==> src/rtl/instr_fetch.sv <==
// Instruction fetch unit: owns the PC, fetches words over a req/ack bus, hands them to decode.
// Optional misaligned-PC trap: define IFETCH_MISALIGN_TRAP_EN.
module instr_fetch #(
  parameter logic [31:0] RESET_PC = 32'h0000_0000
) (
  input  logic        clk,
  input  logic        rst_n,
  output logic        mem_req,
  output logic [31:0] mem_addr,
  input  logic        mem_ack,
  input  logic [31:0] mem_rdata,
  output logic        instr_valid,
  input  logic        instr_ready,
  output logic [31:0] instr,
  output logic [31:0] instr_pc,
  input  logic        redirect,
  input  logic [31:0] redirect_pc,
  output logic        fault
);

  localparam logic [31:0] NOP = 32'h0000_0013;

  typedef enum logic [2:0] {
    S_IDLE,
    S_FETCH,
    S_HOLD,
    S_DRAIN
`ifdef IFETCH_MISALIGN_TRAP_EN
    , S_FAULT
`endif
  } state_t;

  state_t      state, state_n;
  logic [31:0] pc, pc_n;
  logic        req_n, vld_n;
  logic [31:0] addr_n, instr_n, ipc_n;
  logic [31:0] rpc;
  logic        issue;
  logic [31:0] issue_addr;

`ifdef IFETCH_MISALIGN_TRAP_EN
  logic fault_q, fault_n;
  assign fault = fault_q;
  assign rpc   = redirect_pc;
`else
  assign fault = 1'b0;
  assign rpc   = redirect_pc & 32'hFFFF_FFFC;
`endif

  // Each arm only decides whether a new request is wanted and at what address;
  // the shared tail below turns that into FETCH (or FAULT when trapping).
  always_comb begin
    state_n    = state;
    pc_n       = pc;
    req_n      = mem_req;
    addr_n     = mem_addr;
    vld_n      = instr_valid;
    instr_n    = instr;
    ipc_n      = instr_pc;
    issue      = 1'b0;
    issue_addr = pc;
`ifdef IFETCH_MISALIGN_TRAP_EN
    fault_n    = fault_q;
`endif
    case (state)
      S_IDLE: begin
        issue      = 1'b1;
        issue_addr = pc;
      end
      S_FETCH: begin
        if (redirect) begin
          pc_n = rpc;
          if (mem_ack) begin
            issue      = 1'b1;
            issue_addr = rpc;
          end else begin
            state_n = S_DRAIN;
          end
        end else if (mem_ack) begin
          instr_n = mem_rdata;
          ipc_n   = pc;
          vld_n   = 1'b1;
          pc_n    = pc + 32'd4;
          req_n   = 1'b0;
          state_n = S_HOLD;
        end
      end
      S_HOLD: begin
        if (redirect) begin
          vld_n      = 1'b0;
          pc_n       = rpc;
          issue      = 1'b1;
          issue_addr = rpc;
        end else if (instr_ready) begin
          vld_n      = 1'b0;
          issue      = 1'b1;
          issue_addr = pc;
        end
      end
      S_DRAIN: begin
        // Stale data is dropped; the most recent redirect target is what gets fetched.
        if (redirect) begin
          pc_n = rpc;
          if (mem_ack) begin
            issue      = 1'b1;
            issue_addr = rpc;
          end
        end else if (mem_ack) begin
          issue      = 1'b1;
          issue_addr = pc;
        end
      end
`ifdef IFETCH_MISALIGN_TRAP_EN
      S_FAULT: begin
        if (redirect) begin
          pc_n       = rpc;
          issue      = 1'b1;
          issue_addr = rpc;
        end
      end
`endif
      default: state_n = S_IDLE;
    endcase

    if (issue) begin
`ifdef IFETCH_MISALIGN_TRAP_EN
      if (issue_addr[1:0] != 2'b00) begin
        state_n = S_FAULT;
        req_n   = 1'b0;
        vld_n   = 1'b0;
        fault_n = 1'b1;
        ipc_n   = issue_addr;
      end else begin
        state_n = S_FETCH;
        req_n   = 1'b1;
        addr_n  = issue_addr;
        fault_n = 1'b0;
      end
`else
      state_n = S_FETCH;
      req_n   = 1'b1;
      addr_n  = issue_addr;
`endif
    end
  end

  always_ff @(posedge clk or negedge rst_n) begin
    if (!rst_n) begin
      state       <= S_IDLE;
      pc          <= RESET_PC;
      mem_req     <= 1'b0;
      mem_addr    <= RESET_PC;
      instr_valid <= 1'b0;
      instr       <= NOP;
      instr_pc    <= 32'h0000_0000;
    end else begin
      state       <= state_n;
      pc          <= pc_n;
      mem_req     <= req_n;
      mem_addr    <= addr_n;
      instr_valid <= vld_n;
      instr       <= instr_n;
      instr_pc    <= ipc_n;
    end
  end

`ifdef IFETCH_MISALIGN_TRAP_EN
  always_ff @(posedge clk or negedge rst_n) begin
    if (!rst_n) fault_q <= 1'b0;
    else        fault_q <= fault_n;
  end
`endif

endmodule

==> config.mk <==
export PLATFORM = sky130hd
export DESIGN_NAME = instr_fetch
export DESIGN_NICKNAME = d
export VERILOG_FILES = /design/src/rtl/instr_fetch.sv
export SDC_FILE = /design/constraint.sdc
export NUM_CORES = 1
export LEC_CHECK = 0
export CAP_MARGIN = 0
export CORE_MARGIN = 10
export CORE_UTILIZATION = 45
export DETAILED_ROUTE_END_ITERATION = 8
export PLACE_DENSITY = 0.74
export SYNTH_ARGS = -nofsm -noshare
export SYNTH_HDL_FRONTEND = slang
export SYNTH_SLANG_ARGS = --single-unit
==> constraint.sdc <==
create_clock -name clk -period 2.39 [get_ports clk]
set_clock_uncertainty 0.05 [all_clocks]
set_input_delay 0.5975 -clock clk [delete_from_list [all_inputs] [get_ports clk]]
set_output_delay 0.5975 -clock clk [all_outputs]
set_load 0.01 [all_outputs]
==> results.yml, run 1 <==
run_status:
  status: "complete, no violations"
floorplan:
  ios: 168
  die_y_um: 141
  initial_core_util_pct: 45.6
  num_rows: 44
  core_area_mm2: 0.0144
  die-area_mm2: 0.0198
  fp.dieW_um: 141
flow_run:
  drv_cap: 0
final_layout:
  fill_cells: 1126
  syn_to_final_growth_pct: 37.5
  nets: 792
  fin_area_mm2: 0.00904
  final_util_pct: 62.7
  antenna_cells: 0
  drive_above_1_share_pct: 27.1
logic_synthesis:
  netlist_instances: 547
  yosysUniqueCellTypes: 66
  synth_warnings: 0
  synth_nets: 617
  yosysMostFrequentCell: "dfrtp_1"
  netlist_area_mm2: 0.00658
  ys_top_cells_by_area: "dfrtp_1, mux2_2, o211a_1"
  synth-edff-count: 0
  synth.avg_cell_area_um2: 12.0
  synth_top_area_share_pct: 49.1
  synth_common_cells: "dfrtp_1, mux2_2, nand2_1"
  ys_ff_latch: 132
  yosysSeqAreaShare_pct: 50.3
  ys_async_sr_fraction_pct: 100
  synthFlopType: "dfrtp_1"
  synth_area_leader_cell: "dfrtp_1"
pwr:
  internal_power_uw: 6590
  p_comb_share_pct: 37.7
  p_leak_uw: 0.00375
  pwr-share-seq_pct: 38.3
  p_sw_uw: 2980
  power_uw: 9570
  p_per_area_mw_per_mm2: 1060
  vdd_drop_max_uv: 578
  clkPwrFrac_pct: 24.0
  p_sw_share_pct: 31.2
global_route:
  gr-usage-all-layers_pct: 18.0
  grt_max_degree: 61
  antenna_found_initial: 0
  grt_pass1_vias: 5434
  overflow: 0
  grt_pass1_wl_mm: 29.3
critical_path:
  cp_slowest_stage_delay_ns: 0.55
  worstSetupPathType: "reg -> out"
  crit_required_ns: 1.74
  slowest_stage: "clkdlybuf4s50_1"
  path_cells: "clkdlybuf4s50_1"
  endpoint_kind: "primary output"
  critPathBufInv: 1
  startpoint_type: "register"
  crit_fanout: 2
  critical_path_arrival_ns: 1.50
  cp_top_family: "buffers and inverters"
placed_design:
  dp_hpwl_mm: 13.1
  portBuffers: 164
  gp_congestion: 0.871
  place_area_mm2: 0.00851
sta:
  setup_viol: 0
  final_min_period_over_clock_period_pct: 89.9
  drv_slew: 0
  timing.setup.tns_ns: 0
  min_period_ns: 2.15
  holdWs_ns: 0.106
  worstMarginPinSlew_ns: 0.776
  fmax_mhz: 465
  rsz0062_at_grt: "no"
  max_slew_margin_pct: 48.2
  hold_viol_final: 0
drt:
  vias: 5181
  dr.pass1.iters: 5
  drt-vias-per-instance: 5.64
  routed_wirelength_mm: 18.3
  post_drt_wl_per_cell_um: 19.9
  post-route-drc-count: 0
  ant_nets: 0
  drt_iter0_markers: 391
clock_network:
  cts_root_buf: "clkbuf_16"
  clock_latency_ns: 0.42
  postCtsSetupBuffers: 0
  htree_levels: 4
  path_clk_slew_ns: 0.06
  cts_buffer_depth: 2
  hold_buffers: 0
  cts_tree: "built"
  cts_num_sinks: 132
  numCtsBuffers: 17
min_path:
  hp-class: "in -> async"
[path summary, 6_finish.rpt]
check                           slack (ns)                 start                     to  depth (start not counted)
min in group clk                      0.44  instr[9]$_DFFE_PN0P_   instr[9]$_DFFE_PN0P_                          1
worst max-delay path                  0.24  instr[1]$_DFFE_PN1P_               instr[1]                          1
worst max register to register        0.29     pc[2]$_DFFE_PN0P_     pc[26]$_DFFE_PN0P_                          5
max in group asynchronous             1.34                 rst_n   instr[9]$_DFFE_PN0P_                          2
worst min-delay path                  0.11                 rst_n  instr[30]$_DFFE_PN0P_                          1
worst min register to register        0.44  instr[9]$_DFFE_PN0P_   instr[9]$_DFFE_PN0P_                          1
[cell families (layout without fill, tap and decap cells)]
family | count (synthesis) | after routing | share of synthesized area [%]
compound gates | 104 | 105 | 11.5
xor+xnor | 1 | 1 | 0.133
fa+ha+maj | 1 | 1 | 0.190
buf+inv | 60 | 246 | 5.23
flops | 132 | 132 | 50.3
mux | 130 | 130 | 22.2
other cells | 1 | 1 | 0.0570
simple gates | 118 | 118 | 10.4
[layer usage]
layer | routed length, um | up-vias | part of all wire, % | global-route usage, %
li1 | - | 2387 | - | -
met1 | 7590 | 2576 | 42 | 21.8
met2 | 9110 | 185 | 50 | 29.8
met3 | 1170 | 33 | 6.4 | 5.04
met4 | 371 | 0 | 2.0 | 6.90
met5 | 0 | - | 0 | 0
[layout make-up]
type / count / area, um2 / area share, %
well taps: 184 / 230 / 2.55
flip-flops and latches: 132 / 3310 / 36.6
repair buffers: 201 / 1980 / 21.9
multi-input cells: 356 / 2960 / 32.7
clock inverters: 10 / 60.1 / 0.664
inverters: 14 / 52.6 / 0.581
clock buffers: 21 / 460 / 5.09
[stage by stage]
step,instances,setup slack [ns]
final,918,0.240
after global placement,886,-0.387
after CTS,917,0.0269
after global routing,918,0.163
after detailed placement,886,-0.416
after floorplan,547,0.409
[sequential cells by signal, summed over array words and instances (netlist names)]
signal	flops
instr_valid	1
state	2
mem_addr	32
instr	32
pc	32
mem_req	1
instr_pc	32
[power by group through the flow]
stage	clock network (uW)	logic, uW	registers [uW]
2_1_floorplan	0	1400	3860
3_3_place_gp	0	3570	3640
3_5_place_dp	0	3630	3690
4_1_cts	2340	3650	3660
5_1_grt	2440	3880	3790
6_report	2300	3610	3660
[cells in the final DEF (no fill, tap or decap), types with 15 or more instances in the layout]
cell,n
dfrtp_1,129
mux2_2,114
nand2_1,29
clkdlybuf4s50_1,162
nand3_1,15
clkbuf_16,17
a21oi_1,21
o21ai_0,15
buf_4,32
[what timing repair did]
action                                  CTS  global route
hold endpoints to repair                  0             0
endpoints found under the setup margin    0            30
gates resized for setup                   0             1
(Power assumes the default switching activity.)
==> run 2, diff against run 1 <==
--- a/config.mk
+++ b/config.mk
@@ -5,6 +5,7 @@
 export SDC_FILE = /design/constraint.sdc
 export NUM_CORES = 1
 export LEC_CHECK = 0
+export ABC_AREA = 1
 export CAP_MARGIN = 0
 export CORE_MARGIN = 10
 export CORE_UTILIZATION = 45
==> constraint.sdc (replaced) <==
create_clock -name clk -period 2.39 [get_ports clk]
set_clock_uncertainty 0.05 [all_clocks]
set_input_delay 0.5975 -clock clk [delete_from_list [all_inputs] [get_ports clk]]
set_output_delay 0.5975 -clock clk [all_outputs]
set_load 0.1 [all_outputs]
==> results.yml, run 2 <==
global_route:
  grt_max_degree: 54
  grt_pass1_vias: 6207
  grt_pass1_wl_mm: 33.6
  overflow: 0
  gr-usage-all-layers_pct: 20.6
  antenna_found_initial: 0
sta:
  min_period_ns: 2.13
  max_slew_margin_pct: 53.2
  holdWs_ns: 0.0929
  timing.setup.tns_ns: 0
  hold_viol_final: 0
  final_min_period_over_clock_period_pct: 89.0
  setup_viol: 0
  fmax_mhz: 470
  drv_slew: 0
  worstMarginPinSlew_ns: 0.701
  rsz0062_at_grt: "no"
critical_path:
  crit_required_ns: 2.65
  startpoint_type: "register"
  endpoint_kind: "register"
  r2r_end: "pc[17]$_DFFE_PN0P_"
  critical_path_arrival_ns: 2.39
  worstSetupPathType: "reg -> reg"
  crit_fanout: 12
  worstReg2RegStart: "state[1]$_DFFE_PN0P_"
  ff2ff_path_depth: 8
  r2r_slack_ns: 0.26
clock_network:
  clock_latency_ns: 0.43
  cts_num_sinks: 132
  path_clk_slew_ns: 0.06
  postCtsSetupBuffers: 0
  htree_levels: 4
  hold_buffers: 0
  cts_buffer_depth: 2
  cts_tree: "built"
  cts_root_buf: "clkbuf_16"
  numCtsBuffers: 17
  cts_resized: 0
floorplan:
  fp.dieW_um: 144
  initial_core_util_pct: 45.6
  die_y_um: 144
  core_area_mm2: 0.0151
  die-area_mm2: 0.0206
  num_rows: 45
  ios: 168
final_layout:
  final_cell_mix: "nand2_1, dfrtp_1, buf_4"
  final_util_pct: 60.4
  syn_to_final_growth_pct: 32.4
  nets: 1102
  antenna_cells: 0
  final_common_cell: "nand2_1"
  drive_above_1_share_pct: 18.9
logic_synthesis:
  netlist_instances: 867
  synth_nets: 937
  ys_ff_latch: 132
  synth.avg_cell_area_um2: 7.93
  synth-edff-count: 0
  synth_common_cells: "nand2_1, dfrtp_1, inv_1"
  ys_async_sr_fraction_pct: 100
  netlist_area_mm2: 0.00688
  yosysSeqAreaShare_pct: 48.1
  yosysUniqueCellTypes: 42
  synth_warnings: 0
  synth_top_area_share_pct: 46.9
  ys_top_cells_by_area: "dfrtp_1, nand2_1, o21ai_0"
  synth_area_leader_cell: "dfrtp_1"
  yosysMostFrequentCell: "nand2_1"
  synthFlopType: "dfrtp_1"
drt:
  drt-vias-per-instance: 5.31
  post_drt_wl_per_cell_um: 17.4
  drt_iter0_markers: 540
  routed_wirelength_mm: 21.4
  ant_nets: 0
  post-route-drc-count: 0
  dr.pass1.iters: 5
  vias: 6553
flow_run:
  drv_cap: 0
placed_design:
  dp_hpwl_mm: 15.9
  gp_congestion: 0.899
  portBuffers: 164
min_path:
  hp-class: "in -> async"
run_status:
  status: "complete, no violations"
run 2: changes by cell type in the layout (fill, tap and decap cells not counted), sizes merged, moves of 33 or more:
cell           delta
nor2             +33
inv              +76
clkdlybuf4s50    -98
o21ai            +96
nand2           +295
mux2            -125
buf              +85
run 2: cell type report:
cell class              instances  area [um2]
fillers                      1346        5980
flip-flops and latches        132        3310
multi-input cells             605        2970
repair buffers                188        1660
clock buffers                  20         447
inverters                      88         335
well taps                     188         235
clock inverters                12         154
run 2: worst max-delay path, stage by stage, from the launching register on:
cell	delay (ns)
dfrtp_1	0.79
inv_4	0.15
nand2_2	0.14
nor3_4	0.06
nor2_4	0.32
inv_2	0.15
buf_4	0.22
nand2_1	0.07
nand2_1	0.05
run 2: worst max-delay path by stage:
| stage | startpoint | endpoint | slack (ns) | cells after the start |
|---|---|---|---|---|
| 2_1_floorplan | redirect | instr[10]$_DFFE_PN0P_ | 0.68 | 9 |
| 3_3_place_gp | mem_ack | pc[17]$_DFFE_PN0P_ | 0.09 | 8 |
| 3_5_place_dp | mem_ack | pc[29]$_DFFE_PN0P_ | 0.09 | 8 |
| 4_1_cts | state[1]$_DFFE_PN0P_ | pc[29]$_DFFE_PN0P_ | 0.31 | 8 |
| 5_1_grt | state[1]$_DFFE_PN0P_ | pc[31]$_DFFE_PN0P_ | 0.19 | 8 |
| 6_report | state[1]$_DFFE_PN0P_ | pc[17]$_DFFE_PN0P_ | 0.26 | 8 |
run 2: kinds of logic after synthesis:
kind of cell,after synthesis,share of synthesized area [%]
adder cells (fa/ha/maj),1,0.182
flip-flops,132,48.1
other,1,0.0545
buffers and inverters,130,8.71
AND/OR/NAND/NOR,430,27.8
AO/OA/AOI/OAI,173,15.1
run 2: per-layer routing:
metal / track usage, % / wire [um] / up-vias
met5: 0 / 0 / -
met4: 5.53 / 199 / 0
met3: 7.10 / 2310 / 14
met2: 29.8 / 9280 / 296
met1: 28.7 / 9610 / 3062
li1: - / - / 3181
run 2: through the flow:
step / setup slack (ns) / std cells / instance area [um2]
3_3_place_gp: 0.0949 / 1201 / 8510
6_report: 0.262 / 1233 / 9110
4_1_cts: 0.313 / 1233 / 9110
2_1_floorplan: 0.678 / 867 / 6880
5_1_grt: 0.191 / 1233 / 9110
3_5_place_dp: 0.0851 / 1201 / 8510
Power of run 2 is left out: the tool's default activity adds up to more than one toggle a clock period on the data nets, which glitch-free logic cannot reach.
